==> src/rtl/fir_coef_mac_pkg.sv <==
// Shared types and sizing helpers for the fir_coef_mac engine.
// The FIR_ROUND_SAT_EN macro is consumed by the top module only.
package fir_coef_mac_pkg;

  typedef enum logic [1:0] {
    S_IDLE = 2'd0,
    S_RUN  = 2'd1,
    S_DONE = 2'd2
  } state_t;

  // Select width that stays legal for a single-entry delay line.
  function automatic int clog2_min1(input int n);
    return (n > 1) ? $clog2(n) : 1;
  endfunction

  // Full-precision accumulator width: NTAPS products of DW x CW bits.
  function automatic int acc_width(input int dw, input int cw, input int ntaps);
    return dw + cw + $clog2(ntaps);
  endfunction

endpackage

==> src/rtl/fir_coef_mac_delay_line.sv <==
// NTAPS-deep sample shift register with shift enable, synchronous clear
// and a combinational tap-select read port.
module fir_coef_mac_delay_line #(
  parameter int NTAPS = 8,
  parameter int DW    = 16,
  parameter int SEL_W = 3
) (
  input  logic             clk,
  input  logic             clear,
  input  logic             shift_en,
  input  logic [DW-1:0]    din,
  input  logic [SEL_W-1:0] sel,
  output logic [DW-1:0]    tap
);

  logic [DW-1:0] taps [NTAPS];

  genvar gi;
  generate
    for (gi = 0; gi < NTAPS; gi++) begin : g_stage
      logic [DW-1:0] x_reg;
      logic [DW-1:0] x_next;

      if (gi == 0) begin : g_head
        assign x_next = din;
      end else begin : g_body
        assign x_next = taps[gi-1];
      end

      always_ff @(posedge clk) begin
        if (clear) begin
          x_reg <= '0;
        end else if (shift_en) begin
          x_reg <= x_next;
        end
      end

      assign taps[gi] = x_reg;
    end
  endgenerate

  // Non-power-of-two depths leave unused select codes; read them as zero.
  assign tap = (sel <= SEL_W'(NTAPS - 1)) ? taps[sel] : '0;

endmodule

==> src/rtl/fir_coef_mac.sv <==
// Per-sample FIR MAC engine reading its coefficients from an external SRAM.
// Optional FIR_ROUND_SAT_EN: round half-up and saturate the result to DW bits.
module fir_coef_mac
  import fir_coef_mac_pkg::*;
#(
  parameter int NTAPS     = 8,
  parameter int DW        = 16,
  parameter int CW        = 16,
  parameter int AW        = 6,
  parameter int COEF_BASE = 0,
  parameter int ACC_W     = acc_width(DW, CW, NTAPS),
`ifdef FIR_ROUND_SAT_EN
  localparam int OUT_W    = DW
`else
  localparam int OUT_W    = ACC_W
`endif
) (
  input  logic             CLK,
  input  logic             RST,
  input  logic             in_valid,
  output logic             in_ready,
  input  logic [DW-1:0]    in_data,
  output logic             mem_cen,
  output logic             mem_wen,
  output logic [AW-1:0]    mem_a,
  input  logic [CW-1:0]    mem_q,
  output logic             out_valid,
  input  logic             out_ready,
  output logic [OUT_W-1:0] out_data
);

  localparam int K_W    = $clog2(NTAPS + 1);
  localparam int SEL_W  = clog2_min1(NTAPS);
  localparam int PROD_W = DW + CW;

  state_t state_reg, state_next;

  logic [K_W-1:0]          k_reg;
  logic signed [ACC_W-1:0] acc_reg;
  logic                    in_ready_reg;
  logic                    out_valid_reg;
  logic [OUT_W-1:0]        out_data_reg;
  logic                    mem_cen_reg, mem_cen_next;
  logic [AW-1:0]           mem_a_reg, mem_a_next;

  logic                     accept;
  logic                     last_cyc;
  logic                     release_out;
  logic [SEL_W-1:0]         tap_sel;
  logic [DW-1:0]            tap;
  logic signed [PROD_W-1:0] prod;
  logic [OUT_W-1:0]         result;

  assign accept      = (state_reg == S_IDLE) && in_valid && in_ready_reg;
  assign last_cyc    = (k_reg == K_W'(NTAPS));
  assign release_out = out_valid_reg && out_ready;

  // Cycle k of RUN consumes the coefficient addressed in cycle k-1.
  assign tap_sel = SEL_W'(k_reg - K_W'(1));
  assign prod    = $signed(mem_q) * $signed(tap);

  fir_coef_mac_delay_line #(
    .NTAPS (NTAPS),
    .DW    (DW),
    .SEL_W (SEL_W)
  ) u_delay_line (
    .clk      (CLK),
    .clear    (RST),
    .shift_en (accept),
    .din      (in_data),
    .sel      (tap_sel),
    .tap      (tap)
  );

  always_comb begin
    state_next = state_reg;
    case (state_reg)
      S_IDLE:  if (accept)      state_next = S_RUN;
      S_RUN:   if (last_cyc)    state_next = S_DONE;
      S_DONE:  if (release_out) state_next = S_IDLE;
      default: state_next = S_IDLE;
    endcase
  end

  // Address generation: COEF_BASE on accept, then one word per RUN cycle.
  always_comb begin
    mem_cen_next = mem_cen_reg;
    mem_a_next   = mem_a_reg;
    if (accept) begin
      mem_cen_next = 1'b0;
      mem_a_next   = AW'(COEF_BASE);
    end else if (state_reg == S_RUN) begin
      if (k_reg < K_W'(NTAPS - 1)) begin
        mem_a_next = AW'(COEF_BASE) + AW'(k_reg) + AW'(1);
      end else begin
        mem_cen_next = 1'b1;
      end
    end
  end

`ifdef FIR_ROUND_SAT_EN
  localparam int RND_W = ACC_W + 1;
  localparam logic signed [RND_W-1:0] ROUND_HALF = RND_W'(1) <<< (CW - 2);
  localparam logic signed [RND_W-1:0] SAT_MAX    = (RND_W'(1) <<< (DW - 1)) - RND_W'(1);
  localparam logic signed [RND_W-1:0] SAT_MIN    = -(RND_W'(1) <<< (DW - 1));

  logic signed [RND_W-1:0] rnd_sum;
  logic signed [RND_W-1:0] rnd_shift;

  assign rnd_sum   = RND_W'(acc_reg) + ROUND_HALF;
  assign rnd_shift = rnd_sum >>> (CW - 1);

  always_comb begin
    result = rnd_shift[OUT_W-1:0];
    if (rnd_shift > SAT_MAX) begin
      result = SAT_MAX[OUT_W-1:0];
    end else if (rnd_shift < SAT_MIN) begin
      result = SAT_MIN[OUT_W-1:0];
    end
  end
`else
  always_comb begin
    result = acc_reg;
  end
`endif

  always_ff @(posedge CLK) begin
    if (RST) begin
      state_reg     <= S_IDLE;
      k_reg         <= '0;
      acc_reg       <= '0;
      in_ready_reg  <= 1'b0;
      out_valid_reg <= 1'b0;
      out_data_reg  <= '0;
      mem_cen_reg   <= 1'b1;
      mem_a_reg     <= '0;
    end else begin
      state_reg    <= state_next;
      in_ready_reg <= (state_next == S_IDLE);
      mem_cen_reg  <= mem_cen_next;
      mem_a_reg    <= mem_a_next;
      case (state_reg)
        S_IDLE: begin
          if (accept) begin
            acc_reg <= '0;
            k_reg   <= '0;
          end
        end
        S_RUN: begin
          if (!last_cyc) begin
            k_reg <= k_reg + K_W'(1);
          end
          if (k_reg != '0) begin
            acc_reg <= acc_reg + ACC_W'(prod);
          end
        end
        S_DONE: begin
          // First DONE cycle latches the result; it then holds until taken.
          if (!out_valid_reg) begin
            out_valid_reg <= 1'b1;
            out_data_reg  <= result;
          end else if (out_ready) begin
            out_valid_reg <= 1'b0;
          end
        end
        default: ;
      endcase
    end
  end

  assign in_ready  = in_ready_reg;
  assign out_valid = out_valid_reg;
  assign out_data  = out_data_reg;
  assign mem_cen   = mem_cen_reg;
  assign mem_wen   = 1'b1;
  assign mem_a     = mem_a_reg;

endmodule

==> config.mk <==
export PLATFORM = sky130hd
export DESIGN_NAME = fir_coef_mac
export DESIGN_NICKNAME = d
export VERILOG_FILES = /design/src/rtl/fir_coef_mac_pkg.sv /design/src/rtl/fir_coef_mac_delay_line.sv /design/src/rtl/fir_coef_mac.sv
export SDC_FILE = /design/constraint.sdc
export NUM_CORES = 1
export LEC_CHECK = 0
export CAP_MARGIN = 20
export CORE_UTILIZATION = 40
export CTS_CLUSTER_SIZE = 14
export DETAILED_ROUTE_END_ITERATION = 16
export PLACE_DENSITY_LB_ADDON = 0.05
export SLEW_MARGIN = 10
export SYNTH_ARGS = -nofsm -noshare
export SYNTH_HDL_FRONTEND = slang
export SYNTH_SLANG_ARGS = --single-unit
==> constraint.sdc <==
create_clock -name CLK -period 10.4 [get_ports CLK]
set_input_delay 2.08 -clock CLK [delete_from_list [all_inputs] [get_ports CLK]]
set_output_delay 2.08 -clock CLK [all_outputs]
set_load 0.05 [all_outputs]
==> impl_results.md <==
* Total routed wirelength at 50930 um
* Number of enable-type register cells in the synthesized netlist at 0
* Largest register FFs at 128
* Static leakage power at 9.912 nW
* Fraction of post-synthesis cell area in the top cell type by area at 0.3132
* Maximum frequency from static timing analysis at 0.1186 GHz
* Run status: finished clean
* Overall power consumption at 1.818 mW
* Met1 capacity usage during global routing at 0.3074
* Final critical delay including setup and external delays at 8.434 ns
* Launch instance of the worst min-delay path: mem_a[4]
* CTS Hold Bufs at 0
* Core Rows at 81
* Count of buffers from port buffering at 78
* Distinct cell type count after synthesis at 69
* DRC Markers at 0
* Worst Setup Path Type: in -> reg
* Clock-pin slew reported for the worst setup and hold paths after clock tree synthesis at 0.07 ns
* Max H-tree Level at 1
* Dominant delay contributor by cell family on the critical path: adder cells
* Leading post-synthesis cells by cell area: sky130_fd_sc_hd__fa_1, sky130_fd_sc_hd__dfxtp_1, sky130_fd_sc_hd__nand2_1
* Nets at 2706
* TritonCTS sink count at 212
* Post-synthesis instance area at 0.01982 mm2
* Worst R2R End: acc_reg[31]
* Core Util, Final at 0.4492
* Share of layout cells above drive strength 1 at 0.05335
* Vias in the first global route at 15.31k
* Number of vias after detailed routing at 14.55k
* Clock latency on the worst-skew pair at 0.55 ns
* Post-route setup slack at 1.966 ns
* Weighted congestion reported at the end of routability-driven placement at 0.8592
* Peak per-stage delay on the critical path at 0.90 ns
* Most common flop cell mapped by yosys: sky130_fd_sc_hd__dfxtp_1
* Root Buffer Master: sky130_fd_sc_hd__clkbuf_16
* Worst path cell trace: clkdlybuf4s50_1 > nand2_1 > inv_1 > fa_1 > fa_1 > fa_1 > fa_1 > fa_1 > inv_1 > fa_1 > inv_1 > ha_1 > nand2_1 > a21boi_0 > nand4_2 > a31o_1 > a311o_1 > a21o_1 > a32o_1
* Setup repair after global routing missed its margin: false
* Area growth from synthesis to layout at 10.97%
* Overall die area at 0.05043 mm2
* Final hold vios at 0
* Synthesized net count at 2689
* Global routing met2 resource utilization at 0.3429
* Instance count along the most critical hold path at 2
* Max Fanout on Critical Path at 16
* Maximum root-to-sink buffer count at 3
* Post-Place Setup Slack at 1.376 ns
* Sequential fraction of the synthesis area at 0.2142
* Clock Skew at 0.01452 ns
* Buffers and inverters on the worst path at 4
* Gate count of the mapped netlist at 2236
* Critical path's most frequent cell: sky130_fd_sc_hd__fa_1
* Number of cells traversed by the worst register-to-register path at 25
* Number of flip-flops and latches in the synthesized netlist at 212
* Global route total overflow at 0
* Worst endpoint required time at 10.85 ns
* Beginning of the worst register-to-register path: k_reg[1]
* Overall Global Routing Usage at 0.2135
* Count of pins on the block boundary at 81
* Initial core utilization at 0.4048
* CP max stage cell: sky130_fd_sc_hd__clkdlybuf4s50_1
* Library cell with the largest summed area after synthesis: sky130_fd_sc_hd__fa_1
* Count of warnings emitted by yosys at 0
* Setup TNS Final at 0 ns
* Post-Syn Area per Cell at 8.862 um2
* DR iter-0 viols at 754
* Peak-usage layer in the global routing report: met2
* Global-route wire length before repair at 84560 um
* Endpoint of the worst hold path: mem_a[4]
* Length of the first detailed-routing pass in iterations at 4
* CTS tree: done
* Die Height at 224.6 um
* Via/cell ratio at 4.964
* Path category of the worst min-delay check: reg -> reg
* Final Setup Violations at 0
* Endpoint class of the critical path: flip-flop
* Antenna violations before repair at 3
* Cell area after layout at 0.02199 mm2
* Num CTS Buffers at 24
* Largest net degree at the start of global routing at 106
* Die W at 224.6 um
* Placeable core region at 0.04895 mm2
* Max capacitance violation total at 0
* Post-route ant nets at 0
* Global routing met3 resource utilization at 0.02796
* Share of synthesized registers carrying an async set or reset at 0
* Placed Cells at 2891
* Startpoint type of the worst setup path: input port
* Half-perimeter wire length after detailed placement at 37960 um
* Post-CTS setup repair buffer count at 0
* Antenna cell count at 0
* Final cell count without fillers at 2932
* Relative slew slack at 0.2495
* Worst-Margin Slew at 1.126 ns
* Total power per unit cell area at 82.69 mW/mm2
* Post-detailed-placement cell area at 0.02122 mm2
* PostCTS Resize Cnt at 0
* Final Max Slew Viols at 0
* Average routed wire per standard cell at 17.37 um
* CP Data Arrival Time at 8.88 ns
* Tcrit/Tclk final at 0.8110
* Register-to-Register Setup Slack at 1.97 ns
* Final-layout worst hold slack at 0.4310 ns
* Worst IR Drop VDD at 0.0001035 V
==> cells in the mapped netlist (4+ instances only) <==
library cell / number
sky130_fd_sc_hd__xor2_1: 10
sky130_fd_sc_hd__nand2_1: 476
sky130_fd_sc_hd__nand2b_1: 7
sky130_fd_sc_hd__nor3_1: 9
sky130_fd_sc_hd__buf_2: 20
sky130_fd_sc_hd__dfxtp_1: 212
sky130_fd_sc_hd__mux4_2: 32
sky130_fd_sc_hd__clkbuf_1: 91
sky130_fd_sc_hd__nor2_1: 58
sky130_fd_sc_hd__a21o_1: 6
sky130_fd_sc_hd__o31ai_1: 5
sky130_fd_sc_hd__fa_1: 310
sky130_fd_sc_hd__nand4_1: 7
sky130_fd_sc_hd__nand3_1: 17
sky130_fd_sc_hd__and2_1: 124
sky130_fd_sc_hd__a21oi_1: 206
sky130_fd_sc_hd__or3_1: 4
sky130_fd_sc_hd__o21a_1: 4
sky130_fd_sc_hd__a22oi_1: 13
sky130_fd_sc_hd__o2bb2ai_1: 14
sky130_fd_sc_hd__ha_1: 107
sky130_fd_sc_hd__inv_1: 380
sky130_fd_sc_hd__o21bai_1: 6
sky130_fd_sc_hd__o21ai_0: 17
sky130_fd_sc_hd__and3_1: 5
sky130_fd_sc_hd__a211oi_1: 9
sky130_fd_sc_hd__xnor2_1: 22
sky130_fd_sc_hd__nor2b_1: 5
==> cell families after synthesis <==
logic type,after synthesis,synth area share
xor+xnor,32,0.01414
flops,212,0.2142
compound gates,314,0.09478
mux,34,0.03738
other cells,2,0.0003790
simple gates,730,0.1628
fa+ha+maj,417,0.3808
buf+inv,495,0.09560
==> worst reg2reg max path, cell delays in order, from the launching register on <==
cell                        delay, ns
sky130_fd_sc_hd__dfxtp_1         0.40
sky130_fd_sc_hd__inv_1           0.09
sky130_fd_sc_hd__ha_2            0.57
sky130_fd_sc_hd__buf_4           0.46
sky130_fd_sc_hd__mux4_2          0.55
sky130_fd_sc_hd__inv_1           0.08
sky130_fd_sc_hd__o2bb2ai_2       0.05
sky130_fd_sc_hd__buf_4           0.22
sky130_fd_sc_hd__nand2_1         0.17
sky130_fd_sc_hd__inv_1           0.12
sky130_fd_sc_hd__fa_1            0.64
sky130_fd_sc_hd__fa_1            0.89
sky130_fd_sc_hd__fa_1            0.53
sky130_fd_sc_hd__fa_1            0.50
sky130_fd_sc_hd__fa_1            0.49
sky130_fd_sc_hd__inv_1           0.05
sky130_fd_sc_hd__fa_1            0.47
sky130_fd_sc_hd__inv_1           0.04
sky130_fd_sc_hd__ha_1            0.33
sky130_fd_sc_hd__nand2_1         0.10
sky130_fd_sc_hd__a21boi_0        0.37
sky130_fd_sc_hd__nand4_2         0.20
sky130_fd_sc_hd__a31o_1          0.24
sky130_fd_sc_hd__a311o_1         0.34
sky130_fd_sc_hd__a21o_1          0.18
sky130_fd_sc_hd__a32o_1          0.25
==> routing by layer <==
layer  vias to the layer above  wire length, um
met2                       242            23740
met1                      7295            23990
met3                        54             2076
met5                         -                0
met4                         0             1118
li1                       6962                -
==> how the worst max path moves through the flow <==
| stage | to | cells past startpoint | slack [ns] | start |
|---|---|---|---|---|
| final | acc_reg[31] | 19 | 1.97 | mem_q[15] |
| after CTS | acc_reg[31] | 25 | 1.91 | k_reg[1] |
| after floorplan | acc_reg[31] | 28 | 2.40 | k_reg[0] |
| after global placement | acc_reg[31] | 19 | 1.49 | mem_q[15] |
| after global routing | acc_reg[31] | 26 | 1.49 | k_reg[1] |
| after detailed placement | acc_reg[31] | 19 | 1.38 | mem_q[15] |
==> layout by cell type, fill, tap and decap left out, types with 5 or more instances in the layout <==
cell type	synthesis	layout
sky130_fd_sc_hd__ha_1	107	106
sky130_fd_sc_hd__clkbuf_16	0	24
sky130_fd_sc_hd__nor3_1	9	9
sky130_fd_sc_hd__xnor2_1	22	22
sky130_fd_sc_hd__nand3_1	17	16
sky130_fd_sc_hd__a211oi_1	9	9
sky130_fd_sc_hd__nor2b_1	5	5
sky130_fd_sc_hd__a21o_1	6	6
sky130_fd_sc_hd__xor2_1	10	10
sky130_fd_sc_hd__mux4_2	32	32
sky130_fd_sc_hd__buf_4	3	28
sky130_fd_sc_hd__nand2_1	476	476
sky130_fd_sc_hd__nor2_1	58	57
sky130_fd_sc_hd__a22oi_1	13	13
sky130_fd_sc_hd__and2_1	124	124
sky130_fd_sc_hd__dfxtp_1	212	211
sky130_fd_sc_hd__o21bai_1	6	6
sky130_fd_sc_hd__nand2b_1	7	7
sky130_fd_sc_hd__nand4_1	7	7
sky130_fd_sc_hd__o31ai_1	5	5
sky130_fd_sc_hd__inv_1	380	380
sky130_fd_sc_hd__a21oi_1	206	206
sky130_fd_sc_hd__o2bb2ai_1	14	10
sky130_fd_sc_hd__clkdlybuf4s50_1	0	77
sky130_fd_sc_hd__o21ai_0	17	17
sky130_fd_sc_hd__clkbuf_1	91	6
sky130_fd_sc_hd__fa_1	310	310
==> area by class of cell <==
class                   count  area [um2]
well taps                 664       830.8
fillers                  4873       26960
repair buffers            106       992.2
clock buffers              34       678.2
inverters                 380        1426
flip-flops and latches    212        4245
multi-input cells        1529       13720
clock inverters             7       92.59
==> power breakdown <==
part | total, mW | switching, mW | leakage [nW] | internal (mW)
clock | 0.845 | 0.364 | 0.378 | 0.481
sequential | 0.823 | 0.00486 | 1.71 | 0.819
combinational | 0.150 | 0.109 | 7.82 | 0.0407
total | 1.82 | 0.478 | 9.91 | 1.34
Note: power is estimated with default switching activity, not from simulation.
